`config.mk`:
```
export PLATFORM = sky130hd
export DESIGN_NAME = tdm_demux
export DESIGN_NICKNAME = d
export VERILOG_FILES = /design/src/rtl/tdm_demux.sv
export SDC_FILE = /design/constraint.sdc
export NUM_CORES = 1
export LEC_CHECK = 0
export BUFFER_PORTS_ARGS = -buffer_cell sky130_fd_sc_hd__clkbuf_2
export CORE_MARGIN = 4
export CORE_UTILIZATION = 60
export DETAILED_ROUTE_END_ITERATION = 8
export GPL_TIMING_DRIVEN = 1
export PLACE_DENSITY = 0.84
export SYNTH_ARGS = -nofsm -noshare
export SYNTH_HDL_FRONTEND = slang
export SYNTH_SLANG_ARGS = --single-unit
```
`constraint.sdc`:
```
create_clock -name clk -period 4.7 [get_ports clk]
set_input_delay 0.94 -clock clk [delete_from_list [all_inputs] [get_ports clk]]
set_output_delay 0.94 -clock clk [all_outputs]
set_load 0.005 [all_outputs]
```
`src/rtl/tdm_demux.sv`:
```
// TDM demultiplexer: gathers LANES serial samples (lane 0 marked by in_sof) into one
// parallel frame presented with a valid/ready handshake. Define TDM_DEMUX_ERRCNT_EN for err_count.
module tdm_demux #(
  parameter int LANES = 4,
  parameter int WIDTH = 8
) (
  input  logic                   clk,
  input  logic                   rst,
  input  logic                   in_valid,
  input  logic [WIDTH-1:0]       in_data,
  input  logic                   in_sof,
  output logic                   in_ready,
  output logic [LANES*WIDTH-1:0] out_data,
  output logic                   out_valid,
  input  logic                   out_ready
`ifdef TDM_DEMUX_ERRCNT_EN
  ,
  output logic [7:0]             err_count
`endif
);

  localparam int CW = $clog2(LANES);
  localparam logic [CW-1:0] LAST_LANE = CW'(LANES - 1);

  typedef enum logic [1:0] {
    S_IDLE,
    S_FILL,
    S_FULL
  } state_t;

  state_t                   r_state;
  logic [CW-1:0]            r_cnt;
  logic [WIDTH-1:0]         r_shadow [LANES];
  logic [LANES*WIDTH-1:0]   r_out_data;
  logic                     r_out_valid;

  logic                     w_accept;
  logic                     w_err;
  logic [LANES*WIDTH-1:0]   w_frame_last;
  logic [LANES*WIDTH-1:0]   w_frame_full;

  // NOTE: in_ready is decoded from the registered state only, so it never
  // depends on in_valid and cannot form a combinational loop with the source.
  assign in_ready  = (r_state != S_FULL);
  assign w_accept  = in_valid && in_ready;
  assign w_err     = w_accept && (((r_state == S_IDLE) && !in_sof) ||
                                  ((r_state == S_FILL) && in_sof));
  assign out_data  = r_out_data;
  assign out_valid = r_out_valid;

  // Frame images: the bypass form takes the final lane straight from in_data.
  always_comb begin
    w_frame_last = '0;
    w_frame_full = '0;
    for (int k = 0; k < LANES; k++) begin
      w_frame_full[k*WIDTH +: WIDTH] = r_shadow[k];
      if (k == LANES - 1) begin
        w_frame_last[k*WIDTH +: WIDTH] = in_data;
      end else begin
        w_frame_last[k*WIDTH +: WIDTH] = r_shadow[k];
      end
    end
  end

  always_ff @(posedge clk) begin
    if (rst) begin
      r_state     <= S_IDLE;
      r_cnt       <= '0;
      r_out_data  <= '0;
      r_out_valid <= 1'b0;
      // NOTE: the shadow array is small and must read back as zero after reset,
      // so it is cleared explicitly instead of being left as plain storage.
      for (int k = 0; k < LANES; k++) begin
        r_shadow[k] <= '0;
      end
    end else begin
      // Consumed frame drops valid; a load on the same edge overrides below.
      if (r_out_valid && out_ready) begin
        r_out_valid <= 1'b0;
      end

      unique case (r_state)
        S_IDLE: begin
          if (w_accept && in_sof) begin
            r_shadow[0] <= in_data;
            r_cnt       <= CW'(1);
            r_state     <= S_FILL;
          end
        end

        S_FILL: begin
          if (w_accept) begin
            if (in_sof) begin
              r_shadow[0] <= in_data;
              r_cnt       <= CW'(1);
            end else if (r_cnt == LAST_LANE) begin
              if (!r_out_valid || out_ready) begin
                r_out_data  <= w_frame_last;
                r_out_valid <= 1'b1;
                r_cnt       <= '0;
                r_state     <= S_IDLE;
              end else begin
                r_shadow[LANES-1] <= in_data;
                r_state           <= S_FULL;
              end
            end else begin
              r_shadow[r_cnt] <= in_data;
              r_cnt           <= r_cnt + CW'(1);
            end
          end
        end

        S_FULL: begin
          if (out_ready) begin
            r_out_data  <= w_frame_full;
            r_out_valid <= 1'b1;
            r_cnt       <= '0;
            r_state     <= S_IDLE;
          end
        end

        default: begin
          r_state <= S_IDLE;
          r_cnt   <= '0;
        end
      endcase
    end
  end

`ifdef TDM_DEMUX_ERRCNT_EN
  logic [7:0] r_err_count;

  always_ff @(posedge clk) begin
    if (rst) begin
      r_err_count <= '0;
    end else if (w_err && (r_err_count != 8'hFF)) begin
      r_err_count <= r_err_count + 8'd1;
    end
  end

  assign err_count = r_err_count;
`else
  logic w_err_unused;
  assign w_err_unused = w_err;
`endif

`ifndef SYNTHESIS
  a_out_stable: assert property (@(posedge clk) disable iff (rst)
    (r_out_valid && !out_ready) |=> (r_out_valid && $stable(r_out_data)));
  a_cnt_range: assert property (@(posedge clk) disable iff (rst)
    (int'(r_cnt) < LANES));
  a_full_valid: assert property (@(posedge clk) disable iff (rst)
    (r_state == S_FULL) |-> r_out_valid);
`endif

endmodule
```
## After elaboration in Yosys (flattened, before gate mapping)

Memories as Yosys holds them, arrays and structs flattened.
Index checks and enable logic that the tools add are counted.

- Register bits after elaboration: 37
- Memory bits (writable): 32
- Bits of input ports: 13
- Output and inout port bits: 34
- Word-level logic and storage cells: 86
- Memories: 1

- Add/sub/neg operators: 1
- Equality and inequality tests: 11
- Muxes and demuxes: 55
- Bitwise gates (word level): 3
- Reductions and logical operators: 11

Memories:

| name | depth | width | rd ports | clocked after Yosys merged registers in | write ports | RTL line | source |
|---|---|---|---|---|---|---|---|
| r_shadow | 4 | 8 | 4 | 0 | 4 | 33 | `logic [WIDTH-1:0] r_shadow [LANES];` |

Operator list:

| cell | count |
|---|---|
| two-way mux 32 bit | 5 |
| case mux 32 bit (2 select lines) | 1 |
| two-way mux 8 bit | 4 |
| two-way mux 1 bit | 31 |
| two-way mux 2 bit | 11 |
| case mux 2 bit (3 select lines) | 2 |
| inequality test 2 bit, second input constant | 4 |
| OR reduction 8 bit | 1 |
| inequality test 2 x 1 -> 1 bit, second input constant | 3 |
| AND reduction 6 bit | 1 |
| AND reduction 5 bit | 1 |
| equality test 2 bit, second input constant | 2 |
| inequality test 4 x 3 -> 1 bit, second input constant | 1 |
| AND reduction 4 bit | 1 |
| logical AND 1 bit | 3 |
| bitwise OR 1 bit | 3 |
| adder 2 x 1 -> 2 bit, second input constant | 1 |
| equality test 2 x 1 -> 1 bit, second input constant | 1 |
| zero test 2 bit | 1 |
| case mux 1 bit (2 select lines) | 1 |
| nonzero test 2 bit | 1 |
| zero test 1 bit | 1 |
| logical OR 1 bit | 1 |

## Logic depth before layout (Yosys ltp)

Gate-level depths: netlist of the first run.

- Word-level depth: 10
- Gate-level depth with buffers: 7
- Mapped depth without buffers: 6

## Worst setup path after synthesis of the first run

No wires, ideal clock.

- Path type: in2reg
- Start point: input out_ready
- End point: memory r_shadow[3][0] (enable)
- Setup time: 375 ps
- Arrival: 2016 ps
- Required time: 4325 ps
- Path slack: 2309 ps
- Cell stages on the path: 4
- Path buffers: 0
- Cell sequence: nand2b_1 > nor3_2 > a31oi_1 > a21oi_1

RTL lines:

| item | RTL line | source |
|---|---|---|
| start: declaration | 15 | `input logic out_ready` |
| end: declaration | 33 |  |

## Worst setup path after layout of the first run

- Start point: register r_state[0]
- End point: output in_ready

- Longest elaborated chain between the ends: 1

RTL lines:

| item | RTL line | source |
|---|---|---|
| start: declaration | 31 | `state_t r_state;` |
| start signal: assignment | 67 | `r_state <= S_IDLE;` |
| start signal: assignment | 87 | `r_state <= S_FILL;` |
| start signal: assignment | 101 | `r_state <= S_IDLE;` |
| inequality test 2 bit | 44 | `assign in_ready = (r_state != S_FULL);` |
| end: declaration | 12 | `output logic in_ready,` |

Every way passes these cells.

==> results of run 1 <==
-- state kept, by name, summed over array words and instances (netlist names) --
name / flops
out_data: 32
out_valid: 1
r_cnt: 2
r_shadow: 32
r_state: 2
-- layout make-up --
type / instances / area share [%]
well taps: 67 / 2.41
repair buffers: 46 / 6.62
inverters: 4 / 0.432
flip-flops and latches: 69 / 48.9
clock inverters: 1 / 0.864
multi-input cells: 184 / 34.4
clock buffers: 15 / 6.30
-- placed cells by master (no fill, tap or decap), types with 2 or more instances in the layout --
master      n
a211oi_2    9
a21o_1      2
a21oi_1    30
and2_1     26
clkbuf_16   2
clkbuf_2   46
clkbuf_8   12
dfxtp_1    37
edfxtp_1   32
ha_1        6
inv_1       4
mux2i_1    10
nand2_1    51
nand2b_1    7
nor2_1      5
nor2_2      8
nor2b_1    10
nor3b_4     2
or2_2       3
-- cells in the mapped netlist, drive strengths merged --
master,number
a221oi,1
mux2i,10
a21o,2
o32ai,1
nor3,1
ha,6
o21bai,1
nor3b,3
nor2,13
a31oi,1
buf,7
o211a,1
or4b,1
nand2b,7
or2,3
inv,4
or2b,1
a22oi,1
and2,26
edfxtp,32
mux2,1
dfxtp,37
a21oi,30
nand2,51
a32oi,2
a32o,1
a211oi,9
clkbuf,5
nor2b,10
and4bb,1
-- metrics by stage --
stage / hold WS, ns / util [%]
6_report: 0.453 / 72.7
5_1_grt: 0.471 / 72.7
4_1_cts: 0.455 / 72.7
3_5_place_dp: 0.445 / 67.5
3_3_place_gp: 0.443 / 67.5
2_1_floorplan: 0.448 / -
-- where the power goes --
| group | switching (mW) | internal, mW | total, mW |
|---|---|---|---|
| Combinational | 0.0827 | 0.0591 | 0.142 |
| Sequential | 0.0195 | 0.662 | 0.681 |
| Clock | 0.216 | 0.354 | 0.569 |
-- worst max-delay path, cell delays in order, from the launching register on --
cell and delay (ns):
dfxtp_1 0.33, inv_1 0.11, ha_1 0.65, inv_1 0.22, clkbuf_2 0.17
-- metal layers --
metal  GRT usage [%]  vias to the layer above
met5               0                        -
met4            9.09                        0
met3            5.96                        9
met2            29.8                       62
met1            23.3                      948
li1                -                     1018
-- how the worst max path moves through the flow --
stage,start,to,cells past startpoint
6_report,r_state[0]$_SDFFE_PP0P_,in_ready,4
5_1_grt,rst,r_shadow[3][6]$_DFFE_PP_,5
4_1_cts,r_state[0]$_SDFFE_PP0P_,in_ready,4
3_5_place_dp,rst,r_shadow[3][3]$_DFFE_PP_,5
3_3_place_gp,rst,r_shadow[3][4]$_DFFE_PP_,5
2_1_floorplan,out_ready,r_shadow[3][0]$_DFFE_PP_,4
-- logic make-up (layout without fill, tap and decap cells) --
group	after synthesis	count (layout)	share of synthesized area, %
buf+inv	16	66	3.05
flops	69	69	56.9
fa+ha+maj	6	6	2.51
simple gates	117	117	21.3
compound gates	50	50	12.5
mux	11	11	3.72
==> out/metrics.csv, run 1 <==
metric,value,unit
status,"finished, final reports clean",
ctsResizeCount,0,
fill_cells,350,
slew_viol_final,0,
min-delay-start,out_data[7]$_SDFFE_PP0P_,
ios,47,
synthesis.nets,288,
dr_wl_met2,2.51,mm
clock-sinks,69,
ys_ff_latch,69,
fin_crit,2.76,ns
wl_met1,2.33,mm
power_leakage,1.32,nW
post_drt_wl_per_cell,13.6,um
track_usage,18.8,%
clk_latency,0.34,ns
fmax,0.363,GHz
synth_cell_type_count,35,
final_nets,333,
dp_hpwl,3.57,mm
endpoint_kind,output port,
antenna_found_initial,0,
dpl_worst_slack,1.70,ns
htreeDepth,3,
drt-initial-drc-count,139,
clk_pin_slew,0.07,ns
grt_max_degree,48,
placed_cell_area,0.00323,sq mm
worst_setup_path_start_kind,flip-flop,
n_antenna_cell,0,
syn_area_per_cell,11.1,sq um
slew_headroom,36.2,%
cts_buffer_depth,2,
hold_violations,0,
firstDrtPassIters,5,
cts_tree,done,
worstSetupPathType,reg2out,
met3WireLength,340,um
arrival,1.82,ns
area_delta_synth_final,16.3,%
r2r-start,r_state[0]$_SDFFE_PP0P_,
seq_area,0.00170,sq mm
grt_pass1_vias,1909,
vdd_ir_drop_max,283,uV
drive_gt1_share,27.9,%
ys_seq_area_share,56.9,%
period_share,58.7,%
grt-ovfl-total,0,
drc,0,
whs_path_depth,2,
r2r-end,r_shadow[3][2]$_DFFE_PP_,
die_h,78.6,um
top_layer_used,met4,
multi_input_area,0.00120,sq mm
maxCapViolCount,0,
final-instance-count-excl-fill,386,
portBuffers,46,
p_per_area,400,mW/mm^2
cts_root_buf,clkbuf_8,
total_power,1.39,mW
critPathRequiredTime,3.76,ns
synthCells,269,
hold_path.class,reg2reg,
setup-violations-final,0,
worstHoldEndpoint,out_data[7]$_SDFFE_PP0P_,
start_util,62.5,%
tns,0,ns
gp_congestion,0.756,
cts_hold_buf,0,
numCtsBuffers,9,
yosys-top-cells-area,"edfxtp_1 32%, dfxtp_1 25%, nand2_1 6.4%",
rsz0062_at_grt,no,
ant_nets,0,
final_area,0.00348,sq mm
crit_fanout,14,
grt_pass1_wl,8.81,mm
dp_cells,370,
vias,2037,
clock-skew-final,0.00666,ns
worst_pin_slew,0.958,ns
via_per_inst,5.28,
reg2reg_depth,6,
core,0.00479,sq mm
num_rows,25,
synth_largest_area_cell,edfxtp_1,
timing.final.ws_setup,1.94,ns
cts_setup_buffers,0,
routed_wl,5.26,mm
chipWidth,78.6,um
yosysTopAreaCellShare,32.1,%
dieArea,0.00618,sq mm
r2r_slack,2.08,ns
yosysWarnings,0,
syn-cell-area,0.00299,sq mm
No activity file was read; power rests on OpenSTA's default activity.
==> inputs of run 2 (changes only) <==
Settings changed: ABC_AREA set to 1, CORE_UTILIZATION 60 to 56, PLACE_DENSITY 0.84 to 0.78.
Clock period 4.7 ns to 2.7 ns, I/O delays scaled along.
==> run 2 against run 1 <==
- global-route usage hardly changed
- sequential power is 91% higher
- clock-buffer cell count is 5 lower
- clock power is 51% higher
- worst hold slack worse by 0.041 ns
- sequential share of layout area is 2.6 points lower
- cell area is 5.7% higher
- flip-flop and latch count stayed put
- critical endpoint is now r_shadow[0][6]$_SDFFCE_PN0P_
- largest cell class unchanged
- highest routed layer unchanged
==> out/metrics.csv, run 2 <==
metric,value,unit,change
cts_setup_buffers,0,,unchanged
hold_slack,0.412,ns,-0.0414 ns
ctsResizeCount,0,,unchanged
power.switching,793,uW,+150%
firstDrtPassIters,4,,-1
p_seq_share,47.7,%,-1.2 points
track_usage,18.9,%,+0.038 points
top_layer_used,met4,,
synth-simple-area-share,29.5,%,+8.2 points
synth_mux_area_share,2.51,%,-1.2 points
power_frac_comb,20.6,%,+10 points
syn-cell-area,0.00319,sq mm,+6.5%
synthAdderAreaFrac,2.36,%,-0.15 points
p_int,1.93,mW,+79%
critPathRequiredTime,2.72,ns,-1.04 ns
cts_root_buf,clkbuf_8,,
crit_start,r_state[0]$_SDFFE_PP0P_,,
fill_cells,471,,+35%
status,"finished, final reports clean",,
dp_cells,503,,+36%
synthCells,391,,+45%
sw_frac_of_total,29.2,%,+6.3 points
reg2reg_depth,9,,+3
setup-violations-final,0,,unchanged
gp_congestion,0.820,,+8.5%
antenna_found_initial,0,,unchanged
n_antenna_cell,0,,unchanged
rsz0062_at_grt,no,,
path_common_cell,nand2_1,,
cts_buffer_depth,2,,unchanged
ios,47,,unchanged
slowest_delay,0.58,ns,-0.07 ns
cts_tree,done,,
dpl_worst_slack,0.473,ns,-1.23 ns
arrival,2.29,ns,+0.47 ns
synth_top_family_by_area,simple AND/OR/NAND/NOR gates,,
grt_pass1_wl,10.4,mm,+18%
total_power,2.72,mW,+95%
synth_commonest_cells,"99 x nand2_1, 89 x nor2_1, 59 x inv_1",,
met3WireLength,339,um,-0.29%
synth_largest_area_cell,edfxtp_1,,
wl_met1,2.67,mm,+14%
timing.final.ws_setup,0.434,ns,-1.51 ns
clock-skew-final,0.00823,ns,+0.00158 ns
fmax,0.441,GHz,
ant_nets,0,,unchanged
ys_ff_latch,69,,unchanged
worst_pin_slew,0.637,ns,-0.321 ns
clk_latency,0.33,ns,about the same
portBuffers,46,,unchanged
slew_viol_final,0,,unchanged
synth-compound-area-share,1.14,%,-11 points
tns,0,ns,unchanged
worst_setup_path_start_kind,flip-flop,,
slew_headroom,57.6,%,+21 points
worstSetupPathType,reg2reg,,
period_share,83.9,%,
drc,0,,unchanged
maxCapViolCount,0,,unchanged
final_nets,461,,+38%
dp_hpwl,4.36,mm,+22%
start_util,57.9,%,-4.6 points
synth_edf_count,32,,unchanged
post_drt_wl_per_cell,11.8,um,-13%
yosysWarnings,0,,unchanged
cts_hold_buf,0,,unchanged
num_rows,27,,+8.0%
core,0.00551,sq mm,+15%
endpoint_kind,flip-flop,,
clk_pin_slew,0.07,ns,about the same
r2r-end,r_shadow[0][6]$_SDFFCE_PN0P_,,
hold_violations,0,,unchanged
synth_cell_type_count,23,,-34%
htreeDepth,3,,unchanged
numCtsBuffers,9,,unchanged
dr_wl_met2,2.99,mm,+19%
grt_max_degree,43,,-10%
area_delta_synth_final,15.4,%,
utilization,66.7,%,-5.9 points
placed_cell_area,0.00347,sq mm,+7.4%
synthesis.nets,410,,+42%
post-synth-top-count-cell,nand2_1,,
r2r_slack,0.43,ns,-1.65 ns
ys_seq_area_share,53.4,%,-3.5 points
synthFlopType,dfxtp_1,,
final-instance-count-excl-fill,519,,+34%
routed_wl,6.13,mm,+17%
setup.worst_path.end,r_shadow[0][6]$_SDFFCE_PN0P_,,
die_h,83.4,um,+6.1%
r2r-start,r_state[0]$_SDFFE_PP0P_,,
synth_xor_area_share,0,%,unchanged
vdd_ir_drop_max,363,uV,+28%
syn_area_per_cell,8.15,sq um,-27%
via_per_inst,4.79,,-9.2%
clock-sinks,69,,unchanged
grt_pass1_vias,2343,,+23%
critPathSlowestCell,ha_1,,
fin_crit,2.27,ns,
drive_gt1_share,18.1,%,-9.8 points
yosysTopAreaCellShare,30.2,%,-2.0 points
dieArea,0.00696,sq mm,+13%
layout_common_cells,"99 x nand2_1, 89 x nor2_1, 59 x inv_1, 46 x clkbuf_2, 37 x dfxtp_1",,
p_per_area,740,mW/mm^2,+85%
crit_fanout,11,,-3
power_leakage,1.85,nW,+40%
layout_commonest_cell,nand2_1,,
vias,2486,,+22%
synthArstFlopShare,0,%,unchanged
clockPowerShare,31.7,%,-9.2 points
path_cells,"inv_1, ha_1, inv_2, nand3_1, inv_1, nand2_1, nand2_1, nand3_2, nand2_1",,
yosys-top-cells-area,"edfxtp_1 30%, dfxtp_1 23%, nand2_1 12%",,
chipWidth,83.4,um,+6.1%
grt-ovfl-total,0,,unchanged
final_area,0.00367,sq mm,+5.7%
drt-initial-drc-count,128,,-7.9%
hold_path.class,in2reg,,
-- run 2: changes by cell type in the layout (fill, tap and decap cells not counted), moves of 10 or more --
cell	change
a21oi_1	-27
nor2b_1	-10
nand4_1	+17
nor2_1	+84
inv_1	+55
nand2_1	+48
and2_1	-26
-- run 2: power groups by stage --
stage | registers [mW] | logic [mW] | clock network (mW)
floorplan | 1.32 | 0.395 | 0
global placement | 1.31 | 0.550 | 0
detailed placement | 1.32 | 0.563 | 0
CTS | 1.30 | 0.567 | 0.877
global route | 1.32 | 0.644 | 0.937
finish | 1.30 | 0.561 | 0.861
-- run 2: how the worst min path moves through the flow --
| stage | startpoint | endpoint | depth (start not counted) |
|---|---|---|---|
| 2_1_floorplan | r_state[1]$_SDFFE_PP0P_ | r_state[1]$_SDFFE_PP0P_ | 2 |
| 3_3_place_gp | out_data[14]$_SDFFE_PP0P_ | out_data[14]$_SDFFE_PP0P_ | 2 |
| 3_5_place_dp | out_data[15]$_SDFFE_PP0P_ | out_data[15]$_SDFFE_PP0P_ | 2 |
| 4_1_cts | rst | r_state[1]$_SDFFE_PP0P_ | 2 |
| 5_1_grt | rst | r_state[1]$_SDFFE_PP0P_ | 2 |
| 6_report | rst | r_state[1]$_SDFFE_PP0P_ | 2 |
-- run 2: worst max-delay path: cells and delay by family (launching register included) --
kind                     cells  cell delay [ns]
AND/OR/NAND/NOR              5             0.74
buffers and inverters        3             0.30
flip-flops                   1             0.32
adder cells (fa/ha/maj)      1             0.58
-- run 2: cells by family after synthesis --
| family | Yosys count |
|---|---|
| mux | 8 |
| fa+ha+maj | 6 |
| buf+inv | 78 |
| simple gates | 223 |
| flops | 69 |
| compound gates | 7 |
-- run 2: area by class of cell --
type	count	area, sq um	share of cell area (%)
multi-input cells	244	1130	30.8
flip-flops and latches	69	1700	46.3
clock buffers	10	149	4.05
inverters	64	240	6.54
repair buffers	54	303	8.24
clock inverters	6	60.1	1.63
well taps	72	90.1	2.45
-- run 2: per-layer routing --
layer	GRT usage, %	up-vias
met5	0	-
met4	9.65	0
met3	4.46	15
met2	31.8	67
met1	22.5	1096
li1	-	1308
==> inputs of run 3 (changes only) <==
Settings changed: CORE_UTILIZATION 56 to 51, PLACE_DENSITY 0.78 to 0.75.
Clock period 2.7 ns to 1.96 ns, I/O delays scaled along.
==> run 3 against run 2 <==
- cell area rose by 1.7%
- die area rose by 8.8%
- critical path depth did not move
- clock skew fell by 0.0035 ns
- clock power rose by 18%
- worst hold slack got worse by 0.15 ns
- first-iteration DRC count fell by 17%
- largest cell class unchanged
- cell count rose by 1.3%
- flip-flop and latch count did not move
- sequential share of layout area fell by 0.74 points
- largest power group unchanged
- via count rose by 0.60%
- register-to-register slack got worse by 0.30 ns
==> out/metrics.csv, run 3 (synthesis gave the netlist of run 2 again) <==
metric,value,unit,change
total_power,3.63,mW,+33%
vdd_ir_drop_max,465,uV,+28%
status,"finished, final reports clean",,
dieArea,0.00757,sq mm,+8.8%
grt_pass1_wl,9.98,mm,-4.2%
ios,47,,unchanged
power_frac_comb,22.9,%,+2.3 points
fin_crit,1.83,ns,-0.436 ns
numCtsBuffers,9,,unchanged
tns,0,ns,unchanged
grt_max_degree,65,,+51%
drt-initial-drc-count,106,,-17%
endpoint_kind,flip-flop,,
cts_root_buf,clkbuf_8,,
grt-ovfl-total,0,,unchanged
vias,2501,,+0.60%
arrival,1.86,ns,-0.43 ns
path_common_cell,nand2_1,,
num_rows,28,,+3.7%
start_util,53.2,%,-4.7 points
drc,0,,unchanged
final_nets,465,,+0.87%
via_per_inst,4.75,,-0.74%
critPathSlowestCell,dfxtp_2,,
power.switching,1.13,mW,+43%
drive_gt1_share,21.1,%,+2.9 points
layout_commonest_cell,nand2_1,,
worstSetupPathType,reg2reg,,
die_h,87.0,um,+4.3%
worst_setup_path_start_kind,flip-flop,,
core,0.00599,sq mm,+8.8%
clockPowerShare,28.0,%,-3.7 points
htreeDepth,3,,unchanged
crit_buf_inv,1,,-2
utilization,62.4,%,-4.3 points
chipWidth,87.0,um,+4.3%
sw_frac_of_total,31.2,%,+2.0 points
grt_pass1_vias,2252,,-3.9%
clock-sinks,69,,unchanged
hold_violations,0,,unchanged
routed_wl,6.11,mm,-0.23%
p_per_area,971,mW/mm^2,+31%
portBuffers,46,,unchanged
clk_latency,0.34,ns,about the same
antenna_found_initial,0,,unchanged
slowest_delay,0.36,ns,-0.22 ns
area_delta_synth_final,17.3,%,
path_cells,"inv_1, ha_2, nor2_2, nand2_1, nor2_4, nand2_2, nand2_1, nand2_1, nor2_4",,
hold_path.class,in2reg,,
layout_common_cells,"97 x nand2_1, 86 x nor2_1, 59 x inv_1, 46 x clkbuf_2, 36 x dfxtp_1",,
fmax,0.546,GHz,+24%
rsz0062_at_grt,no,,
p_int,2.50,mW,+30%
power_leakage,1.86,nW,+0.75%
critPathRequiredTime,1.99,ns,-0.73 ns
n_antenna_cell,0,,unchanged
slew_headroom,84.5,%,+27 points
clock-skew-final,0.00477,ns,-0.00346 ns
firstDrtPassIters,4,,unchanged
ant_nets,0,,unchanged
gp_congestion,0.856,,+4.3%
slew_viol_final,0,,unchanged
track_usage,17.1,%,-1.8 points
cts_hold_buf,0,,unchanged
setup-violations-final,0,,unchanged
dp_hpwl,4.35,mm,about the same
cts_tree,done,,
post_drt_wl_per_cell,11.6,um,-1.6%
cpLargestDelayFamily,simple AND/OR/NAND/NOR gates,,
maxCapViolCount,0,,unchanged
worst_pin_slew,0.232,ns,-0.405 ns
cts_buffer_depth,2,,unchanged
clk_pin_slew,0.08,ns,about the same
period_share,93.4,%,+9.4 points
crit_fanout,8,,-3
p_seq_share,49.1,%,+1.4 points
-- run 3: worst paths after layout --
kind / start / end / slack, ns / cells past startpoint
setup / recovery: r_state[0]$_SDFFE_PP0P_ / r_shadow[3][2]$_DFFE_PP_ / 0.13 / 9
hold / removal: rst / r_state[1]$_SDFFE_PP0P_ / 0.26 / 2
setup reg to reg: r_state[0]$_SDFFE_PP0P_ / r_shadow[3][2]$_DFFE_PP_ / 0.13 / 9
hold reg to reg: out_data[31]$_SDFFE_PP0P_ / out_data[31]$_SDFFE_PP0P_ / 0.48 / 2
-- run 3: power by group through the flow --
stage               clock network [mW]  registers [mW]  logic (mW)
finish                            1.02            1.78       0.832
global route                      1.11            1.80       0.956
CTS                               1.05            1.78       0.793
detailed placement                   0            1.81       0.787
global placement                     0            1.81       0.771
floorplan                            0            1.82       0.546
-- run 3: cell type report --
class / instances / area (sq um)
Sequential cell: 69 / 1700
Clock inverter: 7 / 50.0
Inverter: 64 / 240
Timing Repair Buffer: 58 / 358
Multi-Input combinational cell: 244 / 1170
Clock buffer: 9 / 124
Tap cell: 75 / 93.8
Fill cell: 520 / 2250
-- run 3: per-layer routing --
metal,global-route usage [%],wire length [um],vias up
met5,0,0,-
met4,7.08,114,0
met3,4.73,307,10
met2,26.8,2890,61
met1,22.1,2800,1110
li1,-,-,1320
-- run 3: timing repair --
item / CTS / global route
setup endpoints to repair: 8 / 55
buffers inserted: 0 / 0
resized for setup: 1 / 10
pin swaps: 0 / 1
gates cloned: 0 / 1
-- run 3: metrics by stage --
stage | instance area (sq um) | hold WS (ns) | cells | setup WS [ns]
5_1_grt | 3740 | 0.257 | 526 | 0.00469
3_3_place_gp | 3490 | 0.462 | 509 | 0.0552
2_1_floorplan | 3190 | 0.452 | 391 | -0.0948
4_1_cts | 3670 | 0.241 | 525 | 0.00327
3_5_place_dp | 3490 | 0.469 | 509 | -0.0215
6_report | 3740 | 0.259 | 526 | 0.130
-- run 3: worst reg2reg max path, cell delays in order (launching register included) --
cell	delay [ns]
dfxtp_2	0.36
inv_1	0.09
ha_2	0.23
nor2_2	0.14
nand2_1	0.10
nor2_4	0.13
nand2_2	0.09
nand2_1	0.08
nand2_1	0.09
nor2_4	0.23
